## src/rtl/mem_arbiter.sv

```systemverilog
// Round-robin arbiter sharing one slow line-memory port between an I-cache and a D-cache.
// One transaction at a time: the winner's request is latched and held until mem_ready.
//
// state  | meaning
// IDLE   | no transaction; sample both requesters and pick a winner
// BUSY_I | I-cache request latched onto the memory port, waiting for mem_ready
// BUSY_D | D-cache request latched onto the memory port, waiting for mem_ready
// DONE_I | memI_ready pulse; memI_rdata holds the returned line
// DONE_D | memD_ready pulse; memD_rdata holds the returned line
module mem_arbiter #(
    parameter int ADDR_W = 28,
    parameter int DATA_W = 128
) (
    input  logic              clk,
    input  logic              proc_reset,
    input  logic              memI_read,
    input  logic              memI_write,
    input  logic [ADDR_W-1:0] memI_addr,
    input  logic [DATA_W-1:0] memI_wdata,
    output logic [DATA_W-1:0] memI_rdata,
    output logic              memI_ready,
    input  logic              memD_read,
    input  logic              memD_write,
    input  logic [ADDR_W-1:0] memD_addr,
    input  logic [DATA_W-1:0] memD_wdata,
    output logic [DATA_W-1:0] memD_rdata,
    output logic              memD_ready,
    output logic              mem_read,
    output logic              mem_write,
    output logic [ADDR_W-1:0] mem_addr,
    output logic [DATA_W-1:0] mem_wdata,
    input  logic [DATA_W-1:0] mem_rdata,
    input  logic              mem_ready,
    output logic              grant_i,
    output logic              grant_d
);

    typedef enum logic [2:0] {
        IDLE   = 3'd0,
        BUSY_I = 3'd1,
        BUSY_D = 3'd2,
        DONE_I = 3'd3,
        DONE_D = 3'd4
    } state_t;

    localparam logic GRANT_I = 1'b0;
    localparam logic GRANT_D = 1'b1;

    state_t state, state_nxt;
    logic   last_grant, last_grant_nxt;
    logic   req_i, req_d, pick_d;

    logic              mem_read_q, mem_write_q;
    logic [ADDR_W-1:0] mem_addr_q;
    logic [DATA_W-1:0] mem_wdata_q;
    logic [DATA_W-1:0] memI_rdata_q, memD_rdata_q;

    always_comb begin
        req_i  = memI_read | memI_write;
        req_d  = memD_read | memD_write;
        // On a tie the requester that was not served last wins.
        pick_d = req_d & (~req_i | (last_grant == GRANT_I));
    end

    always_ff @(posedge clk) begin
        if (proc_reset) begin
            state      <= IDLE;
            last_grant <= GRANT_I;
        end else begin
            state      <= state_nxt;
            last_grant <= last_grant_nxt;
        end
    end

    always_comb begin
        state_nxt      = state;
        last_grant_nxt = last_grant;
        unique case (state)
            IDLE: begin
                if (req_i || req_d) begin
                    state_nxt = pick_d ? BUSY_D : BUSY_I;
                end
            end
            BUSY_I: begin
                if (mem_ready) begin
                    state_nxt      = DONE_I;
                    last_grant_nxt = GRANT_I;
                end
            end
            BUSY_D: begin
                if (mem_ready) begin
                    state_nxt      = DONE_D;
                    last_grant_nxt = GRANT_D;
                end
            end
            DONE_I:  state_nxt = IDLE;
            DONE_D:  state_nxt = IDLE;
            default: state_nxt = IDLE;
        endcase
    end

    // Request latch and read-data capture; write wins when both strobes are high.
    always_ff @(posedge clk) begin
        if (proc_reset) begin
            mem_read_q   <= 1'b0;
            mem_write_q  <= 1'b0;
            mem_addr_q   <= '0;
            mem_wdata_q  <= '0;
            memI_rdata_q <= '0;
            memD_rdata_q <= '0;
        end else begin
            unique case (state)
                IDLE: begin
                    if (pick_d) begin
                        mem_write_q <= memD_write;
                        mem_read_q  <= memD_read & ~memD_write;
                        mem_addr_q  <= memD_addr;
                        mem_wdata_q <= memD_wdata;
                    end else if (req_i) begin
                        mem_write_q <= memI_write;
                        mem_read_q  <= memI_read & ~memI_write;
                        mem_addr_q  <= memI_addr;
                        mem_wdata_q <= memI_wdata;
                    end
                end
                BUSY_I: begin
                    if (mem_ready) begin
                        memI_rdata_q <= mem_rdata;
                        mem_read_q   <= 1'b0;
                        mem_write_q  <= 1'b0;
                    end
                end
                BUSY_D: begin
                    if (mem_ready) begin
                        memD_rdata_q <= mem_rdata;
                        mem_read_q   <= 1'b0;
                        mem_write_q  <= 1'b0;
                    end
                end
                default: ;
            endcase
        end
    end

    assign mem_read   = mem_read_q;
    assign mem_write  = mem_write_q;
    assign mem_addr   = mem_addr_q;
    assign mem_wdata  = mem_wdata_q;
    assign memI_rdata = memI_rdata_q;
    assign memD_rdata = memD_rdata_q;
    assign memI_ready = (state == DONE_I);
    assign memD_ready = (state == DONE_D);
    assign grant_i    = (state == BUSY_I) || (state == DONE_I);
    assign grant_d    = (state == BUSY_D) || (state == DONE_D);

endmodule

```

## config.mk

```make
export PLATFORM = sky130hd
export DESIGN_NAME = mem_arbiter
export DESIGN_NICKNAME = d
export VERILOG_FILES = /design/src/rtl/mem_arbiter.sv
export SDC_FILE = /design/constraint.sdc
export NUM_CORES = 1
export LEC_CHECK = 0
export BUFFER_PORTS_ARGS = -buffer_cell sky130_fd_sc_hd__clkbuf_2
export CAP_MARGIN = 20
export CORE_AREA = 4 4 338 340
export DETAILED_ROUTE_END_ITERATION = 12
export DIE_AREA = 0 0 342 344
export PLACE_DENSITY = 0.41
export RECOVER_POWER = 25
export SLEW_MARGIN = 40
export SYNTH_ARGS = -nofsm -noshare
export SYNTH_HDL_FRONTEND = slang
export SYNTH_SLANG_ARGS = --single-unit
```

## constraint.sdc

```tcl
create_clock -name clk -period 3 [get_ports clk]
set_clock_uncertainty 0.1 [all_clocks]
set_input_delay 0.45 -clock clk [delete_from_list [all_inputs] [get_ports clk]]
set_output_delay 0.45 -clock clk [all_outputs]
set_load 0.01 [all_outputs]
```

# [Yosys cells after proc, flatten, opt, wreduce, memory -nomap -nowiden]
# Cells that the tools add are included.
# Widths: inputs -> output; s select.
[totals] wordCells=59 input_bits=447 output_inout_bits=418 register_bits=418
[classes] reduce_logical=14 eq_ne=9 n_mux=18 n_bitwise=10
[ops] cell="$mux 128" count=2
[ops] cell="$mux 28" count=2
[ops] cell="$mux 3" count=3
[ops] cell="$pmux 3 s3" count=1
[ops] cell="$reduce_and 3->1" count=3
[ops] cell="$eq 3x2->1 const B" count=2
[ops] cell="$mux 1" count=6
[ops] cell="$ne 2x2->1 const B" count=3
[ops] cell="$pmux 1 s2" count=3
[ops] cell="$reduce_and 2->1" count=3
[ops] cell="$reduce_bool 2->1" count=3
[ops] cell="$not 1->1" count=4
[ops] cell="$and 1x1->1" count=3
[ops] cell="$eq 3x1->1 const B" count=1
[ops] cell="$eq 3x3->1 const B" count=1
[ops] cell="$logic_not 3->1" count=1
[ops] cell="$logic_or 1x1->1" count=3
[ops] cell="$ne 3x3->1 const B" count=1
[ops] cell="$or 1x1->1" count=3
[ops] cell="$mux 2" count=1
[ops] cell="$ne 2x1->1 const B" count=1
[ops] cell="$reduce_or 2->1" count=1

# [Longest topological paths before layout]
# Gate-level depths: netlist (run 1).
[depth] word_depth=7 mapped_depth=7 ltp_nobuf=4

# [Least setup slack after synthesis (run 1)]
# OpenSTA, ideal clock, no wires.
[synth_path] path_type="register to register" from="register state[0]" to="register last_grant" t_arrival_ns=1.543 path_buffers=3 synth_period_minus_slack_ns=1.771 slack_ns=1.229 setup_time_ns=0.128 t_required_ns=2.772 path_stages_with_launch=8 path_cell_list="dfxtp_1 > buf_2 > nor2b_1 > nand3b_1 > buf_2 > buf_1 > a21oi_1 > nor2_1"
[synth_between] elab_chain_len=3 elab_cells_between_ends=7 classes_between="eq/ne (4); mux (1); reduce/logical (2)"
[synth_lines] element="from (decl)" line_no="49" source="state_t state, state_nxt;"
[synth_lines] element="from (signal assigned)" line_no="70" source="state <= state_nxt;"
[synth_lines] element="$eq 3x2->1 / $eq 3x1->1 (equally long branches)" line_no="78" source="unique case (state)"
[synth_lines] element="$ne 2x2->1 (no source line) / $reduce_bool 2->1 (equally long branches)"
[synth_lines] element="$reduce_and 3->1 (no source line)"
[synth_lines] element="to (signal assigned)" line_no="71" source="last_grant <= last_grant_nxt;"
[synth_lines] element="to (decl)" line_no="50" source="logic last_grant, last_grant_nxt;"
# Parallel ways exist; a longest one is shown, timed or not.
# A chain may end at the register's enable or synchronous reset.

# [Final worst setup path (run 1)]
[layout_path] from="register state[0]" to="output memI_ready"
[layout_between] elab_chain_len=1
[layout_lines] element="$eq 3x2->1" line_no="151" source="assign memI_ready = (state == DONE_I);"
[layout_lines] element="to (decl)" line_no="21" source="output logic memI_ready,"
# No other way between the ends.

==> results.py, run 1 <==
metrics = {
    "pwr": {
        "leakage_nw": 10.9,
        "power_density_nw_per_um2": 640,
        "vdd_drop_max_mv": 0.402,
    },
    "floorplanning": {
        "total_die_area_um2": 118000,
        "placement_rows": 123,
        "top_level_ports": 865,
        "core-area_um2": 112000,
        "dieHeight_um": 344,
        "die_x_um": 342,
        "initial_core_util": 0.143,
    },
    "detailed_routing": {
        "drt_pass1_iterations": 5,
        "drt_iter0_drc": 745,
        "post_drt_via_cell_ratio": 3.80,
        "num_vias": 16637,
        "wl_per_cell_um": 18.1,
        "postRouteAntennaNets": 0,
        "residual_drc_count": 0,
        "totalWireLength_um": 79300,
    },
    "logic_synthesis": {
        "number_of_enable_flip_flop_cells_after_synthesis": 0,
        "synthDistinctLibCells": 35,
        "synth_top_area_share": 0.525,
        "ys_async_sr_fraction": 0,
        "ys_ff_latch": 418,
        "synth_seq_area_share": 0.525,
        "syn_area_per_cell_um2": 8.60,
        "number_of_warning_messages_in_the_yosys_log": 0,
        "netlist_instances": 1851,
        "synth_top_cells_by_area": "sky130_fd_sc_hd__dfxtp_1 53%, sky130_fd_sc_hd__nand2_1 12%, sky130_fd_sc_hd__mux2i_1 9.8%, sky130_fd_sc_hd__a21oi_1 8.1%, sky130_fd_sc_hd__a211oi_1 7.4%",
        "synth_area_leader_cell": "sky130_fd_sc_hd__dfxtp_1",
        "synth.cells.most_frequent": "512 x sky130_fd_sc_hd__nand2_1, 418 x sky130_fd_sc_hd__dfxtp_1, 259 x sky130_fd_sc_hd__a21oi_1, 164 x sky130_fd_sc_hd__nor2_1",
        "synth_fp_nets": 2298,
        "ys.flop_type": "sky130_fd_sc_hd__dfxtp_1",
        "dominant_cell_by_count_in_the_synthesized_netlist": "sky130_fd_sc_hd__nand2_1",
        "synth.cell_area_um2": 15900,
    },
    "sta": {
        "max_slew.worst_pin.slew_ps": 670,
        "setup_tns_ps": 0,
        "fin_worst_hold_slack_ps": 65.7,
        "layout_min_cycle_time_ps": 2440,
        "final_min_period_over_clock_period": 0.813,
        "max_slew_margin": 0.553,
        "report.final.hold_viol_count": 0,
        "grt_setup_unrepaired": "no",
        "timing_max_transition_violations_final": 0,
        "maxClockFrequency_ghz": 0.410,
        "setup_viol": 0,
    },
    "clocking": {
        "cts_made_buffers": 53,
        "post-cts-setup-buffer-count": 0,
        "cts_max_path_buffers": 3,
        "worstSkewPairLatency_ps": 610,
        "cts_hold_buf": 174,
        "htree_num_levels": 2,
        "cts.clk_slew.worst_paths_ps": 60,
        "tritoncts": "done",
        "cts_repair_resize_count": 0,
        "tritoncts_num_sinks": 418,
        "ctsRootBufferMaster": "sky130_fd_sc_hd__clkbuf_16",
    },
    "critical_path": {
        "r2r_slack_ps": 590,
        "path_cells": "nor2b_1 > and2_1 > clkbuf_2",
        "critical_path.reg2reg.endpoint": "mem_wdata[26]",
        "critPathTopFamily": "flip-flops",
        "startpoint_type": "flip-flop",
        "timing.critical_path.slowest_stage_cell": "sky130_fd_sc_hd__dfxtp_1",
        "path_class": "flip-flop to output port",
        "r2r.worst_path.cells": 7,
        "cp_num_buf_inv": 1,
        "cpPeakStageDelay_ps": 660,
        "crit_path_end_kind": "output port",
        "arrival_ps": 1890,
        "critical_path.reg2reg.startpoint": "last_grant",
        "crit_fanout": 12,
        "worst_ep_required_time_ps": 2450,
    },
    "global_route": {
        "number_of_antenna_violations_at_the_first_check_in_global_routing": 7,
        "first_global_vias": 16390,
        "groute.usage.overall": 0.126,
        "globalRouteOverflowTotal": 0,
        "pin_count_of_the_biggest_net_entering_global_routing": 106,
        "grt_pass1_wl_um": 111000,
    },
    "placed_design": {
        "port_buffer_count": 864,
        "place.gp.congestion": 0.889,
        "hpwlAfterDp_um": 60900,
        "dp_cells": 4108,
    },
    "run_status": {
        "outcome": "completed",
    },
    "cells_and_area": {
        "areaGrowthSynthToFinish_pct": 59.0,
        "final_layout_size_suffix_gt1_frac": 0.278,
        "nets": 3284,
        "fin_cells": 4381,
    },
    "hold_path": {
        "worstHoldPathType": "input port to flip-flop",
        "hold_path_depth": 3,
        "timing.hold.worst.start": "memI_wdata[117]",
        "worst_hold_path.endpoint": "mem_wdata[117]",
    },
    "flow_run": {
        "maxCapViolCount": 0,
    },
}
[sequential cells by signal, indices dropped and copies added, names as in the netlist]
| signal | flops |
|---|---|
| memI_rdata | 128 |
| last_grant | 1 |
| mem_read | 1 |
| mem_write | 1 |
| memD_rdata | 128 |
| state | 3 |
| mem_addr | 28 |
| mem_wdata | 128 |
[cell usage in the layout, fill, tap and decap left out, types with 5 or more instances in the layout]
| cell type | count |
|---|---|
| sky130_fd_sc_hd__mux2i_1 | 156 |
| sky130_fd_sc_hd__a21oi_1 | 259 |
| sky130_fd_sc_hd__buf_4 | 33 |
| sky130_fd_sc_hd__dlygate4sd3_1 | 174 |
| sky130_fd_sc_hd__clkbuf_2 | 657 |
| sky130_fd_sc_hd__clkbuf_1 | 217 |
| sky130_fd_sc_hd__bufinv_16 | 5 |
| sky130_fd_sc_hd__clkbuf_16 | 54 |
| sky130_fd_sc_hd__nor2_1 | 164 |
| sky130_fd_sc_hd__clkinv_2 | 12 |
| sky130_fd_sc_hd__dfxtp_1 | 418 |
| sky130_fd_sc_hd__buf_12 | 18 |
| sky130_fd_sc_hd__nand2_1 | 512 |
| sky130_fd_sc_hd__clkbuf_8 | 11 |
| sky130_fd_sc_hd__a211oi_1 | 156 |
[cell families (layout without fill, tap and decap cells)]
kind of cell,count (synthesis),count (layout),share of synthesized area
simple gates,695,695,0.169
other cells,0,2,0
flops,418,418,0.525
mux,156,156,0.0981
buf+inv,158,1186,0.0477
compound gates,422,422,0.159
xor+xnor,2,2,0.00110
[how the worst max path moves through the flow]
| stage | to | cells past startpoint | startpoint |
|---|---|---|---|
| 6_report | memI_ready | 3 | state[0] |
| 4_1_cts | memI_ready | 3 | state[0] |
| 3_3_place_gp | mem_wdata[3] | 8 | memI_write |
| 5_1_grt | memI_ready | 3 | state[0] |
| 3_5_place_dp | mem_addr[9] | 8 | memI_write |
| 2_1_floorplan | last_grant | 7 | state[0] |
[worst register-to-register path, stage by stage (launching register included)]
cell                            delay, ps
sky130_fd_sc_hd__dfxtp_1              360
sky130_fd_sc_hd__a21oi_4              160
sky130_fd_sc_hd__buf_12               200
sky130_fd_sc_hd__buf_12               300
sky130_fd_sc_hd__buf_4                310
sky130_fd_sc_hd__mux2i_1              190
sky130_fd_sc_hd__dlygate4sd3_1        560
sky130_fd_sc_hd__a211oi_1              60
[layout make-up]
cell class | count | area, µm²
diodes | 2 | 5.00
clock buffers | 76 | 1540
clock inverters | 21 | 263
fillers | 12609 | 86300
multi-input cells | 1275 | 6840
flip-flops and latches | 418 | 8370
well taps | 1500 | 1880
repair buffers | 1089 | 6430
[report_power, final]
| part | switching, mW | internal, mW | leakage [nW] |
|---|---|---|---|
| clock network | 2.64 | 4.00 | 0.896 |
| registers | 0.365 | 6.06 | 3.42 |
| logic | 1.87 | 1.27 | 6.56 |
[stage by stage]
stage	instance area, µm²	util	total power, mW	setup slack [ps]
detailed placement	22000	0.197	9.57	623
CTS	25600	0.229	16.6	447
floorplan	15900	-	8.01	1230
global route	25300	0.227	17.1	371
global placement	22000	0.197	9.56	616
finish	25300	0.227	16.2	561
[per-layer routing]
metal / global-route usage / routed length [µm] / up-vias
li1: - / - / 8250
met1: 0.161 / 34200 / 7742
met2: 0.200 / 36300 / 521
met3: 0.0391 / 6210 / 122
met4: 0.0459 / 2560 / 2
met5: 0 / 13 / -
Note: power is estimated with default switching activity, not from simulation.
==> run 2, diff against run 1 <==
--- a/config.mk
+++ b/config.mk
@@ -5,12 +5,13 @@
 export SDC_FILE = /design/constraint.sdc
 export NUM_CORES = 1
 export LEC_CHECK = 0
+export ABC_AREA = 1
 export BUFFER_PORTS_ARGS = -buffer_cell sky130_fd_sc_hd__clkbuf_2
 export CAP_MARGIN = 20
-export CORE_AREA = 4 4 338 340
+export CORE_AREA = 4 4 339 341
 export DETAILED_ROUTE_END_ITERATION = 12
-export DIE_AREA = 0 0 342 344
-export PLACE_DENSITY = 0.41
+export DIE_AREA = 0 0 343 345
+export PLACE_DENSITY = 0.43
 export RECOVER_POWER = 25
 export SLEW_MARGIN = 40
 export SYNTH_ARGS = -nofsm -noshare
==> constraint.sdc (replaced) <==
create_clock -name clk -period 2.2 [get_ports clk]
set_clock_uncertainty 0.1 [all_clocks]
set_input_delay 0.33 -clock clk [delete_from_list [all_inputs] [get_ports clk]]
set_output_delay 0.33 -clock clk [all_outputs]
set_load 0.01 [all_outputs]
==> run 2 against run 1 <==
Compared with the run above: synthesized area up 7.1%; critical path type is now flip-flop to flip-flop; via count up 23%; cell area up 15%; combinational power rose to 4.0 times the previous value; first-iteration DRC count up 48%; sequential cell count unchanged.
==> results.py, run 2 <==
metrics = {
    "pwr": {
        "vdd_drop_max_mv": 0.678,
        "leakage_nw": 14.9,
        "design_power_total_mw": 32.4,
        "power_density_nw_per_um2": 1110,
    },
    "placed_design": {
        "dp_cells": 4778,
        "detailed_place.area_um2": 23200,
        "hpwlAfterDp_um": 68900,
        "place.gp.congestion": 0.862,
        "dp_worst_setup_slack_ps": 198,
        "port_buffer_count": 864,
    },
    "cells_and_area": {
        "nets": 4221,
        "areaGrowthSynthToFinish_pct": 71.2,
        "most_frequent_standard_cell_in_the_layout_excluding_fill_and_tap_cells": "sky130_fd_sc_hd__nor2_1",
        "fin_area_um2": 29200,
        "nFillCells": 12433,
        "final_layout_size_suffix_gt1_frac": 0.219,
        "final_cell_mix": "833 x sky130_fd_sc_hd__nor2_1, 662 x sky130_fd_sc_hd__clkbuf_2, 495 x sky130_fd_sc_hd__nand2_1",
        "register_area_um2": 8370,
        "multiInputGateArea_um2": 7170,
        "fin_cells": 5321,
    },
    "hold_path": {
        "timing.hold.worst.start": "memI_wdata[62]",
        "worstHoldPathType": "input port to flip-flop",
        "worst_hold_path.endpoint": "mem_wdata[62]",
        "hold_path_depth": 5,
    },
    "clocking": {
        "cts_made_buffers": 53,
        "ctsRootBufferMaster": "sky130_fd_sc_hd__clkbuf_16",
        "htree_num_levels": 2,
        "worstSkewPairLatency_ps": 620,
        "tritoncts": "done",
        "cts.clk_slew.worst_paths_ps": 60,
        "tritoncts_num_sinks": 418,
        "cts_max_path_buffers": 3,
    },
    "logic_synthesis": {
        "number_of_warning_messages_in_the_yosys_log": 0,
        "dominant_cell_by_count_in_the_synthesized_netlist": "sky130_fd_sc_hd__nor2_1",
        "synth_seq_area_share": 0.491,
        "ys_async_sr_fraction": 0,
        "netlist_instances": 2519,
        "synth_top_cells_by_area": "sky130_fd_sc_hd__dfxtp_1 49%, sky130_fd_sc_hd__nor2_1 18%, sky130_fd_sc_hd__nand2_1 11%, sky130_fd_sc_hd__o21ai_0 7.4%, sky130_fd_sc_hd__nand3_1 4.6%",
        "number_of_enable_flip_flop_cells_after_synthesis": 0,
        "synth.cell_area_um2": 17100,
        "synth.cells.most_frequent": "831 x sky130_fd_sc_hd__nor2_1, 496 x sky130_fd_sc_hd__nand2_1, 418 x sky130_fd_sc_hd__dfxtp_1, 251 x sky130_fd_sc_hd__o21ai_0, 171 x sky130_fd_sc_hd__inv_1",
        "ys.flop_type": "sky130_fd_sc_hd__dfxtp_1",
        "synth_area_leader_cell": "sky130_fd_sc_hd__dfxtp_1",
        "synth_fp_nets": 2966,
        "syn_area_per_cell_um2": 6.77,
        "synth_top_area_share": 0.491,
        "synthDistinctLibCells": 21,
        "ys_ff_latch": 418,
    },
    "floorplanning": {
        "top_level_ports": 865,
        "core-area_um2": 112000,
        "die_x_um": 343,
        "dieHeight_um": 345,
        "total_die_area_um2": 118000,
        "placement_rows": 123,
        "initial_core_util": 0.152,
    },
    "sta": {
        "setup_tns_ps": 0,
        "maxClockFrequency_ghz": 0.474,
        "max_slew.worst_pin.slew_ps": 573,
        "postLayoutSetupSlackWorst_ps": 91.7,
        "report.final.hold_viol_count": 0,
        "timing_max_transition_violations_final": 0,
        "max_slew_margin": 0.618,
        "final_min_period_over_clock_period": 0.958,
        "layout_min_cycle_time_ps": 2110,
        "setup_viol": 0,
    },
    "critical_path": {
        "cpPeakStageDelay_ps": 590,
        "r2r.worst_path.cells": 9,
        "cp_num_buf_inv": 4,
        "r2r_slack_ps": 90,
        "worst_ep_required_time_ps": 2610,
        "arrival_ps": 2510,
        "critical_path.reg2reg.startpoint": "state[0]",
        "crit_path_end_kind": "flip-flop",
        "path_class": "flip-flop to flip-flop",
        "critical_path.reg2reg.endpoint": "mem_wdata[59]",
        "path_cells": "inv_2 > nand2_2 > nor2_4 > o21ai_4 > bufinv_16 > nand3_1 > dlygate4sd3_1 > nand2_1 > inv_1",
        "timing.critical_path.slowest_stage_cell": "sky130_fd_sc_hd__dlygate4sd3_1",
        "startpoint_type": "flip-flop",
        "crit_fanout": 13,
        "critPathTopFamily": "buffers and inverters",
    },
    "global_route": {
        "pin_count_of_the_biggest_net_entering_global_routing": 86,
        "grt_pass1_wl_um": 135000,
        "first_global_vias": 20549,
        "number_of_antenna_violations_at_the_first_check_in_global_routing": 7,
        "groute.usage.overall": 0.150,
        "globalRouteOverflowTotal": 0,
    },
    "detailed_routing": {
        "totalWireLength_um": 93600,
        "drt_iter0_drc": 1103,
        "num_vias": 20456,
        "wl_per_cell_um": 17.6,
        "drt_pass1_iterations": 5,
        "post_drt_via_cell_ratio": 3.84,
        "residual_drc_count": 0,
        "postRouteAntennaNets": 0,
    },
    "flow_run": {
        "maxCapViolCount": 0,
    },
    "run_status": {
        "outcome": "completed",
    },
}
[run 2: routing by layer]
layer / GRT usage / vias to the layer above / part of all wire
li1: - / 10260 / -
met4: 0.0458 / 0 / 0.029
met5: 0 / - / 0
met2: 0.260 / 742 / 0.48
met1: 0.175 / 9339 / 0.40
met3: 0.0460 / 115 / 0.092
[run 2: layout make-up]
cell class                 instances  area share
clock buffer                      69      0.0502
tap                             1500      0.0643
antenna                            8    0.000686
timing repair inverter             1    0.000300
sequential                       418       0.287
inverter                         176      0.0241
multi-input combinational       1755       0.246
clock inverter                    25      0.0115
timing repair buffer            1369       0.316
[run 2: how the worst max path moves through the flow]
stage,from,end,slack [ps],depth (start not counted)
after floorplan,state[0],mem_wdata[100],770,10
after global placement,memD_write,mem_wdata[14],200,9
after CTS,state[2],grant_d,10,3
final,state[0],mem_wdata[59],90,9
after detailed placement,memD_write,mem_wdata[14],200,9
after global routing,state[0],mem_addr[23],-1,9
[run 2: worst reg2reg max path, stage by stage, from the launching register on]
cell,delay [ps]
sky130_fd_sc_hd__dfxtp_1,350
sky130_fd_sc_hd__inv_2,110
sky130_fd_sc_hd__nand2_2,90
sky130_fd_sc_hd__nor2_4,180
sky130_fd_sc_hd__o21ai_4,100
sky130_fd_sc_hd__bufinv_16,250
sky130_fd_sc_hd__nand3_1,130
sky130_fd_sc_hd__dlygate4sd3_1,590
sky130_fd_sc_hd__nand2_1,80
sky130_fd_sc_hd__inv_1,30
[run 2: cell families (layout without fill, tap and decap cells)]
| family | Yosys count | in the layout | synth area share |
|---|---|---|---|
| flops | 418 | 418 | 0.491 |
| simple gates | 1493 | 1493 | 0.342 |
| other cells | 0 | 8 | 0 |
| buf+inv | 346 | 1640 | 0.0897 |
| compound gates | 262 | 262 | 0.0771 |
[run 2: report_power, final]
| part | internal (mW) | switching [mW] | leakage [nW] |
|---|---|---|---|
| logic | 4.43 | 8.03 | 10.5 |
| registers | 9.64 | 1.26 | 3.43 |
| clock network | 5.32 | 3.73 | 0.884 |
| total | 19.4 | 13.0 | 14.9 |
[run 2: timing repair]
action | CTS | global route
resized for setup | 1 | 9
hold endpoints to repair | 413 | 0
endpoints found under the setup margin | 1 | 9
buffers inserted | 0 | 2
hold buffers | 438 | 0
gates cloned | 0 | 1
[run 2: through the flow]
step           hold WS [ps]  utilization
2_1_floorplan           339            -
3_3_place_gp            384        0.207
3_5_place_dp            391        0.207
4_1_cts                4.45        0.263
5_1_grt                35.4        0.261
6_report               60.5        0.261
==> run 3, diff against run 2 <==
--- a/config.mk
+++ b/config.mk
@@ -11,7 +11,7 @@
 export CORE_AREA = 4 4 339 341
 export DETAILED_ROUTE_END_ITERATION = 12
 export DIE_AREA = 0 0 343 345
-export PLACE_DENSITY = 0.43
+export PLACE_DENSITY = 0.42
 export RECOVER_POWER = 25
 export SLEW_MARGIN = 40
 export SYNTH_ARGS = -nofsm -noshare
==> constraint.sdc (replaced) <==
create_clock -name clk -period 2.3 [get_ports clk]
set_clock_uncertainty 0.1 [all_clocks]
set_input_delay 0.345 -clock clk [delete_from_list [all_inputs] [get_ports clk]]
set_output_delay 0.345 -clock clk [all_outputs]
set_load 0.01 [all_outputs]
==> run 3 against run 2 <==
Compared with the run above: worst setup slack lost 40 ps; cell count shrank 0.11%; clock power shrank 3.8%; critical path depth is the same; first-iteration DRC count shrank 3.8%; worst hold slack lost 14 ps; count of clock-buffer cells in the layout grew 7; sequential share of layout area shrank 0.053 points; non-clock buffer count shrank 3; sequential cell count is the same.
==> results.py, run 3 (synthesis results as in run 2) <==
metrics = {
    "run_status": {
        "outcome": "completed",
    },
    "floorplanning": {
        "dieHeight_um": 345,
        "initial_core_util": 0.152,
        "top_level_ports": 865,
        "total_die_area_um2": 118000,
        "die_x_um": 343,
        "placement_rows": 123,
        "core-area_um2": 112000,
    },
    "critical_path": {
        "crit_path_end_kind": "flip-flop",
        "cpPeakStageDelay_ps": 620,
        "r2r.worst_path.cells": 9,
        "worst_ep_required_time_ps": 2760,
        "timing.critical_path.slowest_stage_cell": "sky130_fd_sc_hd__dlygate4sd3_1",
        "startpoint_type": "flip-flop",
        "endpoint": "mem_wdata[114]",
        "arrival_ps": 2710,
        "cp_num_buf_inv": 4,
        "path_cells": "nand2_1 > nand2_8 > buf_12 > buf_4 > nand2_1 > nand3_1 > dlygate4sd3_1 > nand2_1 > inv_1",
        "critPathTopFamily": "buffers and inverters",
        "crit_top_cell": "sky130_fd_sc_hd__nand2_1",
        "setup.worst_path.start": "last_grant",
        "worst-path-stages": 9,
        "r2r_slack_ps": 50,
        "critical_path.reg2reg.startpoint": "last_grant",
        "crit_fanout": 48,
        "path_class": "flip-flop to flip-flop",
        "critical_path.reg2reg.endpoint": "mem_wdata[114]",
    },
    "clocking": {
        "worstSkewPairLatency_ps": 600,
        "cts.clk_slew.worst_paths_ps": 60,
        "htree_num_levels": 2,
        "tritoncts": "done",
        "ctsRootBufferMaster": "sky130_fd_sc_hd__clkbuf_16",
        "tritoncts_num_sinks": 418,
        "cts_max_path_buffers": 3,
        "cts_made_buffers": 52,
    },
    "global_route": {
        "grt_pass1_wl_um": 134000,
        "pin_count_of_the_biggest_net_entering_global_routing": 109,
        "globalRouteOverflowTotal": 0,
        "first_global_vias": 20479,
        "number_of_antenna_violations_at_the_first_check_in_global_routing": 5,
        "groute.usage.overall": 0.147,
    },
    "sta": {
        "layout_min_cycle_time_ps": 2250,
        "max_slew_margin": 0.549,
        "report.final.hold_viol_count": 0,
        "timing_max_transition_violations_final": 0,
        "final_min_period_over_clock_period": 0.977,
        "setup_tns_ps": 0,
        "max_slew.worst_pin.slew_ps": 677,
        "setup_viol": 0,
        "grt_setup_unrepaired": "yes",
        "maxClockFrequency_ghz": 0.445,
    },
    "pwr": {
        "net-switching-power_mw": 12.6,
        "p_clk_frac": 0.276,
        "power.share.switching": 0.398,
        "comb_power_share": 0.394,
        "internal_power_mw": 19.0,
        "design_power_total_mw": 31.5,
        "power_density_nw_per_um2": 1080,
        "leakage_nw": 14.8,
        "vdd_drop_max_mv": 0.531,
        "power_frac_seq": 0.330,
    },
    "cells_and_area": {
        "areaGrowthSynthToFinish_pct": 71.5,
        "nets": 4219,
        "final_layout_size_suffix_gt1_frac": 0.217,
        "fin_area_um2": 29200,
        "final_cell_mix": "830 x sky130_fd_sc_hd__nor2_1, 658 x sky130_fd_sc_hd__clkbuf_2, 496 x sky130_fd_sc_hd__nand2_1",
        "final_core_utilization": 0.261,
        "most_frequent_standard_cell_in_the_layout_excluding_fill_and_tap_cells": "sky130_fd_sc_hd__nor2_1",
    },
    "detailed_routing": {
        "residual_drc_count": 0,
        "postRouteAntennaNets": 0,
        "totalWireLength_um": 92500,
        "drt_pass1_iterations": 5,
        "wl_per_cell_um": 17.4,
        "num_vias": 20408,
        "post_drt_via_cell_ratio": 3.84,
        "drt_iter0_drc": 1061,
    },
    "flow_run": {
        "maxCapViolCount": 0,
    },
    "hold_path": {
        "worstHoldPathType": "input port to flip-flop",
        "timing.hold.worst.start": "memD_addr[23]",
    },
    "placed_design": {
        "port_buffer_count": 864,
        "place.gp.congestion": 0.879,
        "detailed_place.area_um2": 23200,
        "hpwlAfterDp_um": 67900,
    },
}
run 3: cell types whose count changed in the layout (fill, tap and decap cells not counted), moves of 3 or more:
cell,previous run,this run
sky130_fd_sc_hd__clkbuf_8,8,11
sky130_fd_sc_hd__buf_4,47,40
sky130_fd_sc_hd__dlygate4sd3_1,438,434
sky130_fd_sc_hd__diode_2,8,3
sky130_fd_sc_hd__nor2_1,833,830
sky130_fd_sc_hd__clkinv_2,11,8
sky130_fd_sc_hd__clkbuf_1,208,218
sky130_fd_sc_hd__clkbuf_2,662,658
sky130_fd_sc_hd__buf_12,21,27
run 3: per-layer routing:
metal | up-vias | GRT usage | wire length, µm
met3 | 101 | 0.0435 | 7870
met1 | 9307 | 0.174 | 37900
met5 | - | 0 | 31
li1 | 10248 | - | -
met2 | 748 | 0.256 | 44000
met4 | 4 | 0.0439 | 2710
run 3: tightest hold or removal path, delay by kind of cell:
| family | cells | cell delay (ps) |
|---|---|---|
| AND/OR/NAND/NOR | 3 | 270 |
| buffers and inverters | 2 | 120 |
run 3: per-stage QoR:
step           std cells  worst slack (ps)  hold slack (ps)
2_1_floorplan       2519               865              339
3_3_place_gp        4778               240              382
3_5_place_dp        4778               262              389
4_1_cts             5306              6.32            0.368
5_1_grt             5312             -34.5             22.9
6_report            5315              51.8             46.9
run 3: worst min path at each step:
stage / to / slack [ps] / depth (start not counted)
3_5_place_dp: memI_rdata[124] / 390 / 2
6_report: mem_addr[23] / 50 / 5
5_1_grt: mem_addr[25] / 20 / 5
4_1_cts: mem_addr[25] / 0.4 / 5
2_1_floorplan: last_grant / 340 / 2
3_3_place_gp: memI_rdata[124] / 380 / 2
run 3: layout make-up:
type | instances | area, µm²
Multi-Input combinational cell | 1755 | 7180
Timing Repair inverter | 3 | 26.3
Inverter | 176 | 702
Sequential cell | 418 | 8370
Timing Repair Buffer | 1366 | 9270
Clock inverter | 18 | 299
Clock buffer | 76 | 1500
Tap cell | 1500 | 1880
Fill cell | 12450 | 82600
Antenna cell | 3 | 7.51
run 3: power by group through the flow:
stage | Sequential, mW | Clock, mW | Combinational [mW]
2_1_floorplan | 11.2 | 0 | 5.36
3_3_place_gp | 10.5 | 0 | 11.6
3_5_place_dp | 10.5 | 0 | 11.6
4_1_cts | 10.4 | 9.09 | 12.6
5_1_grt | 10.6 | 9.32 | 13.8
6_report | 10.4 | 8.71 | 12.4
run 3: what timing repair did:
item | 4_1_cts | 5_1_grt
hold endpoints to repair | 411 | 0
buffers inserted | 0 | 3
endpoints found under the setup margin | 1 | 22
hold buffers | 434 | 0
resized for setup | 1 | 5
cloned | 0 | 3
